`src/rtl/encrypt_sequencer.sv`:
```
// Sequences the LWE encryption accumulator: streams selected public-key samples row by row,
// injects the scaled message on the body row, reads back each word and emits it as ciphertext.
module encrypt_sequencer #(
    parameter int CIPHERTEXT_WIDTH = 10,
    parameter int PLAINTEXT_WIDTH  = 6,
    parameter int DIMENSION        = 10,
    parameter int DIM_WIDTH        = 4,
    parameter int BIG_N            = 30,
    parameter int N_WIDTH          = 5,
    parameter int RD_LAT           = 2
) (
    input  logic                        clk,
    input  logic                        rst_n,
    input  logic                        start,
    input  logic [BIG_N-1:0]            sel,
    input  logic [PLAINTEXT_WIDTH-1:0]  msg,
    output logic                        busy,
    output logic                        pk_rd,
    output logic [N_WIDTH-1:0]          pk_sample,
    output logic [DIM_WIDTH-1:0]        pk_row,
    input  logic [CIPHERTEXT_WIDTH-1:0] pk_data,
    output logic                        dp_en,
    output logic [DIM_WIDTH-1:0]        dp_row,
    output logic [CIPHERTEXT_WIDTH-1:0] dp_op1,
    output logic [CIPHERTEXT_WIDTH-1:0] dp_op2,
    output logic                        dp_done,
    input  logic [CIPHERTEXT_WIDTH-1:0] dp_result,
    output logic [CIPHERTEXT_WIDTH-1:0] ct_data,
    output logic                        ct_last,
    output logic                        ct_valid,
    input  logic                        ct_ready,
    output logic [2:0]                  state_dbg
);

    typedef enum logic [2:0] {
        IDLE  = 3'd0,
        ACC   = 3'd1,
        FLUSH = 3'd2,
        READ  = 3'd3,
        OUT   = 3'd4,
        CLEAR = 3'd5
    } state_t;

    localparam int RC_W = $clog2(RD_LAT) + 1;

    state_t                        state, state_nx;
    logic [BIG_N-1:0]              sel_q;
    logic [BIG_N-1:0]              pend;
    logic [BIG_N-1:0]              pend_low;
    logic [N_WIDTH-1:0]            low_idx;
    logic [PLAINTEXT_WIDTH-1:0]    msg_q;
    logic [DIM_WIDTH-1:0]          row;
    logic [RC_W-1:0]               rd_cnt;
    logic                          inflight;
    logic [CIPHERTEXT_WIDTH-1:0]   ct_q;
    logic [CIPHERTEXT_WIDTH-1:0]   msg_term;
    logic                          last_row;
    logic                          rd_last;

    // pend holds the samples of the current row not yet read; the lowest set bit is next.
    always_comb begin
        pend_low = pend & (~pend + BIG_N'(1));
        low_idx  = '0;
        for (int i = BIG_N - 1; i >= 0; i--) begin
            if (pend[i]) low_idx = N_WIDTH'(i);
        end
    end

    assign last_row  = (row == DIM_WIDTH'(DIMENSION));
    assign rd_last   = (rd_cnt == RC_W'(RD_LAT - 1));
    assign msg_term  = CIPHERTEXT_WIDTH'(msg_q) << (CIPHERTEXT_WIDTH - PLAINTEXT_WIDTH);
    assign busy      = (state != IDLE);
    assign pk_row    = row;
    assign dp_row    = row;
    assign ct_data   = ct_q;
    assign state_dbg = state;

    // Ciphertext stream: a word transfers on a cycle where ct_valid and ct_ready are both high;
    // while ct_valid is high and ct_ready low, ct_data and ct_last hold and no reads are issued.
    always_comb begin
        state_nx  = state;
        pk_rd     = 1'b0;
        pk_sample = '0;
        dp_en     = inflight;
        dp_op1    = inflight ? pk_data : '0;
        dp_op2    = '0;
        dp_done   = 1'b0;
        ct_valid  = 1'b0;
        ct_last   = 1'b0;
        unique case (state)
            IDLE: begin
                if (start) state_nx = (sel == '0) ? FLUSH : ACC;
            end
            ACC: begin
                pk_rd     = 1'b1;
                pk_sample = low_idx;
                if ((pend & ~pend_low) == '0) state_nx = FLUSH;
            end
            FLUSH: begin
                // The body row's message beat rides alongside any in-flight key element.
                if (last_row) begin
                    dp_en  = 1'b1;
                    dp_op2 = msg_term;
                end
                state_nx = READ;
            end
            READ: begin
                if (rd_last) state_nx = OUT;
            end
            OUT: begin
                ct_valid = 1'b1;
                ct_last  = last_row;
                if (ct_ready) begin
                    if (last_row)           state_nx = CLEAR;
                    else if (sel_q == '0)   state_nx = FLUSH;
                    else                    state_nx = ACC;
                end
            end
            CLEAR: begin
                dp_done  = 1'b1;
                state_nx = IDLE;
            end
            default: state_nx = IDLE;
        endcase
    end

    always_ff @(posedge clk) begin
        if (!rst_n) begin
            state    <= IDLE;
            sel_q    <= '0;
            msg_q    <= '0;
            pend     <= '0;
            row      <= '0;
            rd_cnt   <= '0;
            inflight <= 1'b0;
            ct_q     <= '0;
        end else begin
            state    <= state_nx;
            inflight <= pk_rd;
            case (state)
                IDLE: begin
                    if (start) begin
                        sel_q <= sel;
                        msg_q <= msg;
                        pend  <= sel;
                        row   <= '0;
                    end
                end
                ACC:   pend   <= pend & ~pend_low;
                FLUSH: rd_cnt <= '0;
                READ: begin
                    rd_cnt <= rd_cnt + 1'b1;
                    if (rd_last) ct_q <= dp_result;
                end
                OUT: begin
                    if (ct_ready && !last_row) begin
                        row  <= row + 1'b1;
                        pend <= sel_q;
                    end
                end
                CLEAR:   row <= '0;
                default: ;
            endcase
        end
    end

endmodule
```
`config.mk`:
```
export PLATFORM = sky130hd
export DESIGN_NAME = encrypt_sequencer
export DESIGN_NICKNAME = d
export VERILOG_FILES = /design/src/rtl/encrypt_sequencer.sv
export SDC_FILE = /design/constraint.sdc
export NUM_CORES = 1
export LEC_CHECK = 0
export ABC_AREA = 1
export BUFFER_PORTS_ARGS = -buffer_cell sky130_fd_sc_hd__buf_4
export CAP_MARGIN = 25
export CORE_MARGIN = 3
export CORE_UTILIZATION = 55
export CTS_BUF_LIST = sky130_fd_sc_hd__clkbuf_4
export CTS_CLUSTER_DIAMETER = 150
export DETAILED_ROUTE_END_ITERATION = 8
export PLACE_DENSITY = 0.84
export SLEW_MARGIN = 20
export SYNTH_ARGS = -nofsm -noshare
export SYNTH_HDL_FRONTEND = slang
export SYNTH_SLANG_ARGS = --single-unit
```
`constraint.sdc`:
```
create_clock -name clk -period 3.7 [get_ports clk]
set_clock_uncertainty 0.1 [all_clocks]
set_input_delay 0.185 -clock clk [delete_from_list [all_inputs] [get_ports clk]]
set_output_delay 0.185 -clock clk [all_outputs]
set_load 0.05 [all_outputs]
```
# After elaboration in Yosys (flattened, before gate mapping)
# Index checks and enable logic that the tools add are counted.
# Widths: inputs -> output; s select.
# op_classes
addsub	3
n_eq_ne	12
n_mux	55
bitwise_logic	4
n_reduce_logical	15
# op_table
op	count
$mux 5	31
$logic_not 30->1	3
$pmux 30 s3	1
$and 30x30->30	2
$mux 30	2
$not 30->30	2
$add 30x1->30 const B	1
$mux 10	3
$mux 3	5
$pmux 3 s5	1
$pmux 4 s3	1
$ne 2x2->1 const B	5
$reduce_bool 3->1	3
$mux 4	2
$eq 3x2->1 const B	2
$eq 3x3->1 const B	2
$mux 1	6
$reduce_and 3->1	2
$add 4x1->4 const B	1
$eq 4x4->1 const B	1
$mux 2	2
$pmux 2 s2	1
$reduce_and 2->1	2
$reduce_and 4->1	1
7 further kinds	7
# word_totals
register_bits	86
output_inout_bits	52
wordCells	97

# Logic depth before layout (Yosys ltp)
# Gate-level depths: netlist of run 1.
# logic_depth
word_depth	31
ltp_mapped	29
depth_no_buf	29

# Worst setup path before layout of run 1
# No wires, ideal clock.
# synth_path
kind	register -> output
startpoint	register state[0], in the netlist state_dbg[0]
endpoint	output port pk_sample[4]
arrival_time_ns	3.217
required_ns	3.415
slack_ns	0.198
stages_incl_launch_ff	6
path_buffers	1
path_cell_list	dfxtp_1 > inv_1 > nor3_4 > clkbuf_1 > nand3_1 > a311oi_1
# synth_via
elab_chain_cells	2
# synth_lines
element	line_no	source
from (decl)	46	state_t state, state_nx;
from (signal assigned)	138	state <= state_nx;
$eq 3x1->1	90	unique case (state)
$mux 5	90	
to (decl)	19	output logic [N_WIDTH-1:0] pk_sample,
# No other way between the ends.

# Worst setup path after layout of run 1
# layout_path
startpoint	register pend[29]
endpoint	output port pk_sample[0]
# layout_via
elab_chain_cells	31
# layout_lines
element	line_no	source
from (decl)	48	logic [BIG_N-1:0] pend;
from (signal assigned)	145	pend <= sel;
from (signal assigned)	149	ACC: pend <= pend & ~pend_low;
from (signal assigned)	158	pend <= sel_q;
$mux 5 (30 in a row)	65	if (pend[i]) low_idx = N_WIDTH'(i);
$mux 5	90	
# No other way between the ends.

==> metrics.txt, run 1 <==
status complete, no violations; Mean Syn Cell Area 6.68 um^2; Seq. cell area 1720 um^2; area of the multi-input gates 2500 um^2; hpwl dp 10.7 mm; cells after synthesis 725; post-synthesis mux area share 0; Critical Path AT 2.74 ns; ANT cells 0; CTS Buf Count 9; worst vdd ir 0.000694 V; vias in the first global route 5454; 1st-pass router iterations 5; Final Max Tran Viols 0; fraction of layout cells with a size suffix above 1 0.185; Die Ht 99.9 um; Ys Warns 0; Yosys cell types 48; die width 99.9 um; P per Cell Area 735 nW/um^2; Rows 33; Placed Area 5670 um^2; Max-slew headroom 0.535; Clock Path Buffers 2; flops & latches, synth 86; clock root cell clkbuf_4; startpoint types flop; synth top area cells dfxtp_1 (36%), nand2_1 (10%), a21oi_1 (9.4%); drt total wl 15.7 mm; Via-to-Cell Ratio 5.65; fill count 671; die area 9970 um^2; htree depth 3; Routed Antenna Nets 0; largest net degree at the start of global routing 54; Max Fclk 0.330 GHz; drt initial violations 369; Core Region 8380 um^2; gr usage total 0.319; Worst Setup End Kind output port; critical path fanouts, max 6; starting density of the core 0.578; RD Place Congestion 0.963; max_cap viols 0; initial antenna violation count 0; Yosys top cell area share 0.355; first-pass GRT wire length 25.8 mm; clock transition at the registers of the reported paths 0.14 ns; Worst-Skew Late Latency 0.44 ns; DRC viols 0; DR vias 5502; Syn Std Cell Area 4850 um^2; WP data required 3.41 ns; P_leak 0.00289 uW; RSZ-0062 raised after global routing no; CP bufs+invs 1; post-DR wirelength/cell 16.1 um; TritonCTS clock tree yes; Post-Synth Adder-Cell Area 0.00775; worst-margin pin slew 0.696 ns; crit path time final 3.03 ns; final setup fails 0; HP Class in -> reg; Overflow after GRT 0; # IOs 112; final hold vios 0; Seq/Total Area, Yosys 0.355; Critical Path Most Common Cell nand2_1; Critical Path Slowest Stage Cell dfxtp_1; PortBufs 107; CP top delay family simple AND/OR/NAND/NOR gates; critical path class reg -> out; post-synthesis xor/xnor area fraction 0.00181; Compound-Gate Fraction of Synth Area 0.242; simple logic cell fraction of the synthesized area 0.260; Layout Area Growth over Synthesis 31.1%; final critical-path share of the clock period 0.819; cell taking the most area after synthesis dfxtp_1; largest family of logic cells by synthesized area simple AND/OR/NAND/NOR gates; Worst path max stage delay 0.47 ns; Total Nets Final 927; Final Cell Area 6350 um^2; setup_tns 0 ns; TritonCTS Sinks 86
[stage by stage]
stage	hold slack (ns)	utilization	total power (uW)	setup slack, ns	cells
after floorplan	0.248	-	3270	0.198	728
after global placement	0.340	0.675	3880	1.13	906
after detailed placement	0.355	0.677	3940	1.10	907
after CTS	0.0264	0.758	4630	0.693	974
after global routing	0.0321	0.758	5010	0.451	974
final	0.0435	0.758	4670	0.671	974
[logic make-up after synthesis]
| family | Yosys count |
|---|---|
| AOI/OAI and AO/OA | 206 |
| xor gates and xnor gates | 1 |
| adders and majority gates | 3 |
| buffers and inverters | 159 |
| DFF | 86 |
| other | 1 |
| and+or+nand+nor | 269 |
[flip-flops by register name, summed over array words and instances, names as in the netlist]
signal     cells
ct_data       10
dp_row         4
inflight       1
msg_q          6
pend          30
rd_cnt         2
sel_q         30
state_dbg      3
[routing by layer]
layer  vias to the layer above  track usage  routed length, um
li1                       2675            -                  -
met1                      2545        0.392               6290
met3                        43       0.0549               1150
met4                         0        0.123                400
met5                         -            0                  0
met2                       239        0.555               7870
[cell type report]
class | count | area share
well taps | 105 | 0.0207
clock buffers | 10 | 0.0118
flip-flops and latches | 86 | 0.271
repair buffers | 166 | 0.217
clock inverters | 6 | 0.0148
inverters | 118 | 0.0701
multi-input cells | 483 | 0.394
[synthesized netlist by cell type, drive strengths merged]
library cell	instances
o31ai	4
ha	3
xor2	1
o211ai	9
a2111o	1
o22ai	4
nor2	69
a211oi	4
a31oi	2
nand3	31
o211a	1
nand2	137
nor3	7
a41oi	7
nor4	11
a311oi	1
inv	116
clkinv	2
or2	3
dfxtp	86
a221oi	2
a22oi	1
a21oi	91
o32ai	1
a2111oi	1
nand4	8
o2111ai	5
o21ai	68
o221ai	3
buf	11
nand3b	3
a2bb2oi	1
clkbuf	30
conb	1
[worst register-to-register path, stage by stage, from the launching register on]
cell and delay [ns]:
dfxtp_1 0.36, nor2_1 0.17, nand2_2 0.12, nor2_8 0.15, nand2_4 0.07, nor2_4 0.11, nand3_2 0.09, nand3b_4 0.17
nand3b_4 0.17, o31ai_1 0.37, nand2_2 0.08, nor2_2 0.12, nand3_2 0.09, nand2_2 0.09, nand3b_4 0.10, o21ai_1 0.13
nor2_1 0.05
[placed cells by master, fill, tap and decap left out, drive strengths merged, types with 2 or more instances in the layout]
| cell | n |
|---|---|
| or2 | 3 |
| buf | 115 |
| nand3 | 31 |
| a41oi | 7 |
| a21oi | 91 |
| o211ai | 9 |
| o21ai | 68 |
| o221ai | 3 |
| o31ai | 4 |
| nand4 | 8 |
| nor2 | 69 |
| o2111ai | 5 |
| a221oi | 2 |
| bufinv | 2 |
| nor4 | 11 |
| nor3 | 7 |
| clkinv | 3 |
| clkbuf | 10 |
| a31oi | 2 |
| dfxtp | 86 |
| inv | 118 |
| dlygate4sd3 | 51 |
| a211oi | 4 |
| o22ai | 4 |
| ha | 3 |
| conb | 4 |
| nand2 | 137 |
| nand3b | 3 |
[final timing paths]
path	from	end	slack (ns)	depth (start not counted)
max	pend[29]$_SDFFE_PN0P_	pk_sample[0]	0.67	29
min	ct_ready	state_dbg[0]$_SDFFE_PN0P_	0.04	3
max reg2reg	pend[6]$_SDFFE_PN0P_	state_dbg[0]$_SDFFE_PN0P_	1.04	16
min reg2reg	msg_q[0]$_SDFFE_PN0P_	msg_q[0]$_SDFFE_PN0P_	0.37	2
[power by group]
| group | total [uW] | internal [uW] | switching (uW) |
|---|---|---|---|
| logic | 2620 | 835 | 1790 |
| registers | 1410 | 1200 | 214 |
| clock network | 634 | 288 | 346 |
| total | 4670 | 2320 | 2350 |
[what timing repair did]
action	CTS	global route
gates resized for setup	0	0
hold endpoints to repair	63	0
buffers inserted	0	0
hold buffers	51	0
(Power assumes the default switching activity.)
==> run 2, diff against run 1 <==
ABC_AREA = 0   (was 1)
PLACE_DENSITY = 0.85   (was 0.84)
clock period = 2.9 ns   (was 3.7 ns; I/O delays follow)
==> metrics.txt, run 2 <==
max_cap viols 0; cell taking the most area after synthesis dfxtp_1; Critical Path AT 3.00 ns; cells after synthesis 656; fraction of layout cells with a size suffix above 1 0.203; worst vdd ir 0.000394 V; setup_tns 0 ns; DRC viols 0; TritonCTS Sinks 86; # IOs 112; Rows 33; Via-to-Cell Ratio 6.14; htree depth 3; critical path class reg -> reg; HP Class in -> reg; WP data required 3.16 ns; hold path cells 5; reg-to-reg endpoint state_dbg[1]$_SDFFE_PN0P_; Worst Min Path Start start; Ys Warns 0; initial antenna violation count 0; die area 9730 um^2; Yosys top cell area share 0.365; P per Cell Area 831 nW/um^2; fill count 587; Mean Syn Cell Area 7.20 um^2; Seq. cell area 1720 um^2; gr usage total 0.322; commonest non-fill, non-tap cells in the layout buf_4 (125), nand2_1 (122), a21oi_1 (91); Final Cell Area 6240 um^2; WHS Endpoint state_dbg[0]$_SDFFE_PN0P_; largest net degree at the start of global routing 47; final setup fails 0; RD Place Congestion 0.942; vias in the first global route 5147; Syn Std Cell Area 4720 um^2; Layout Utilization 0.755; Routed Antenna Nets 0; clock root cell clkbuf_4; Yosys cell types 63; critical path fanouts, max 9; Clock Path Buffers 2; Worst Setup End Kind flop; Overflow after GRT 0; final hold vios 0; CTS Buf Count 9; Core Region 8260 um^2; TritonCTS clock tree yes; flops & latches, synth 86; first-pass GRT wire length 25.5 mm; drt initial violations 566; clock transition at the registers of the reported paths 0.14 ns; P_leak 0.00256 uW; drt total wl 16.4 mm; synth top area cells dfxtp_1 (36%), nand2_1 (9.7%), a21oi_1 (9.6%); Seq/Total Area, Yosys 0.365; final critical-path share of the clock period 0.944; Synth Flop Type dfxtp_1; top-count cell post-synth nand2_1; status complete, no violations; Placed Area 5580 um^2; PortBufs 107; Max-slew headroom 0.566; DR vias 5540; Total Nets Final 855; area of the multi-input gates 2760 um^2; Die Ht 98.6 um; Worst-Skew Late Latency 0.43 ns; async set-reset flop share out of synthesis 0; R2R setup slack 0.16 ns; ANT cells 0; hpwl dp 10.6 mm; Post-synth EDFFs 0; worst-margin pin slew 0.649 ns; post-DR wirelength/cell 18.2 um; Final Max Tran Viols 0; Layout Area Growth over Synthesis 32.1%; startpoint types flop; die width 98.6 um; Max Fclk 0.365 GHz; crit path time final 2.74 ns; Commonest cells post-synth nand2_1 (122), a21oi_1 (91), dfxtp_1 (86), nor2_1 (86); most common cell after layout, fill and taps aside buf_4; R2R cell count 7; R2R Path Start pend[0]$_SDFFE_PN0P_; final hold slack 0.149 ns; starting density of the core 0.572; 1st-pass router iterations 5
## run 2: changes by cell type after synthesis, moves of 6 or more
cell      change
inv_1       -100
o21ai_0      -31
nor2_1       +25
nand3_1      -23
a22oi_1      +18
and2_1       +17
nor3_1       +10
nand2_1       -9
nor4_1        +9
o211ai_1      -9
a41oi_1       -7
nand2b_1      +6
## run 2: per-stage QoR
step	power (uW)	setup slack, ns	cells
after floorplan	3550	0.182	659
after CTS	5040	0.133	901
after detailed placement	4310	0.189	837
after global routing	5480	-0.0447	902
after global placement	4280	0.185	837
final	5180	0.162	902
## run 2: final cells by class
| type | count | area share |
|---|---|---|
| timing repair buffer | 174 | 0.231 |
| multi-input combinational | 509 | 0.442 |
| inverter | 12 | 0.00722 |
| clock inverter | 7 | 0.0116 |
| clock buffer | 9 | 0.0108 |
| sequential | 86 | 0.276 |
| tap | 105 | 0.0211 |
## run 2: layer usage
metal  up-vias  global-route usage  routed length (um)
li1       2576                   -                   -
met1      2546               0.421                6380
met2       356               0.534                7760
met3        62              0.0559                1630
met4         0               0.117                 607
met5         -                   0                   0
## run 2: cells by family after synthesis
kind of cell,Yosys count,synth area share
adders and majority gates,4,0.0101
xor gates and xnor gates,2,0.00371
DFF,86,0.365
and+or+nand+nor,301,0.298
buffers and inverters,64,0.0636
muxes,2,0.00424
AOI/OAI and AO/OA,196,0.255
other,1,0.000794
## run 2: worst max path at each step
| stage | from | end | slack (ns) |
|---|---|---|---|
| 5_1_grt | pend[5]$_SDFFE_PN0P_ | state_dbg[1]$_SDFFE_PN0P_ | -0.04 |
| 2_1_floorplan | state_dbg[0]$_SDFFE_PN0P_ | pk_sample[2] | 0.18 |
| 6_report | pend[0]$_SDFFE_PN0P_ | state_dbg[1]$_SDFFE_PN0P_ | 0.16 |
| 3_3_place_gp | pend[16]$_SDFFE_PN0P_ | state_dbg[1]$_SDFFE_PN0P_ | 0.19 |
| 4_1_cts | pend[29]$_SDFFE_PN0P_ | pk_sample[0] | 0.13 |
| 3_5_place_dp | pend[16]$_SDFFE_PN0P_ | state_dbg[1]$_SDFFE_PN0P_ | 0.19 |
## run 2: power by group
| group | total, uW | leakage [uW] | switching, uW | internal [uW] |
|---|---|---|---|---|
| clock | 696 | 0.0000756 | 431 | 265 |
| combinational | 2740 | 0.00178 | 1720 | 1010 |
| sequential | 1750 | 0.000704 | 347 | 1400 |
| total | 5180 | 0.00256 | 2500 | 2680 |
## run 2: worst max-delay path, stage by stage (launching register included)
cell       delay [ns]
dfxtp_1          0.43
nor4_4           0.52
and4_4           0.34
nand2_2          0.08
a222oi_1         0.33
o2111ai_1        0.18
o41ai_2          0.46
o2111a_1         0.24
## run 2: timing repair
| item | 4_1_cts | 5_1_grt |
|---|---|---|
| endpoints found under the setup margin | 0 | 3 |
| hold buffers | 48 | 0 |
| gates resized for setup | 0 | 5 |
| setup buffers | 0 | 1 |
| endpoints found under the hold margin | 56 | 0 |
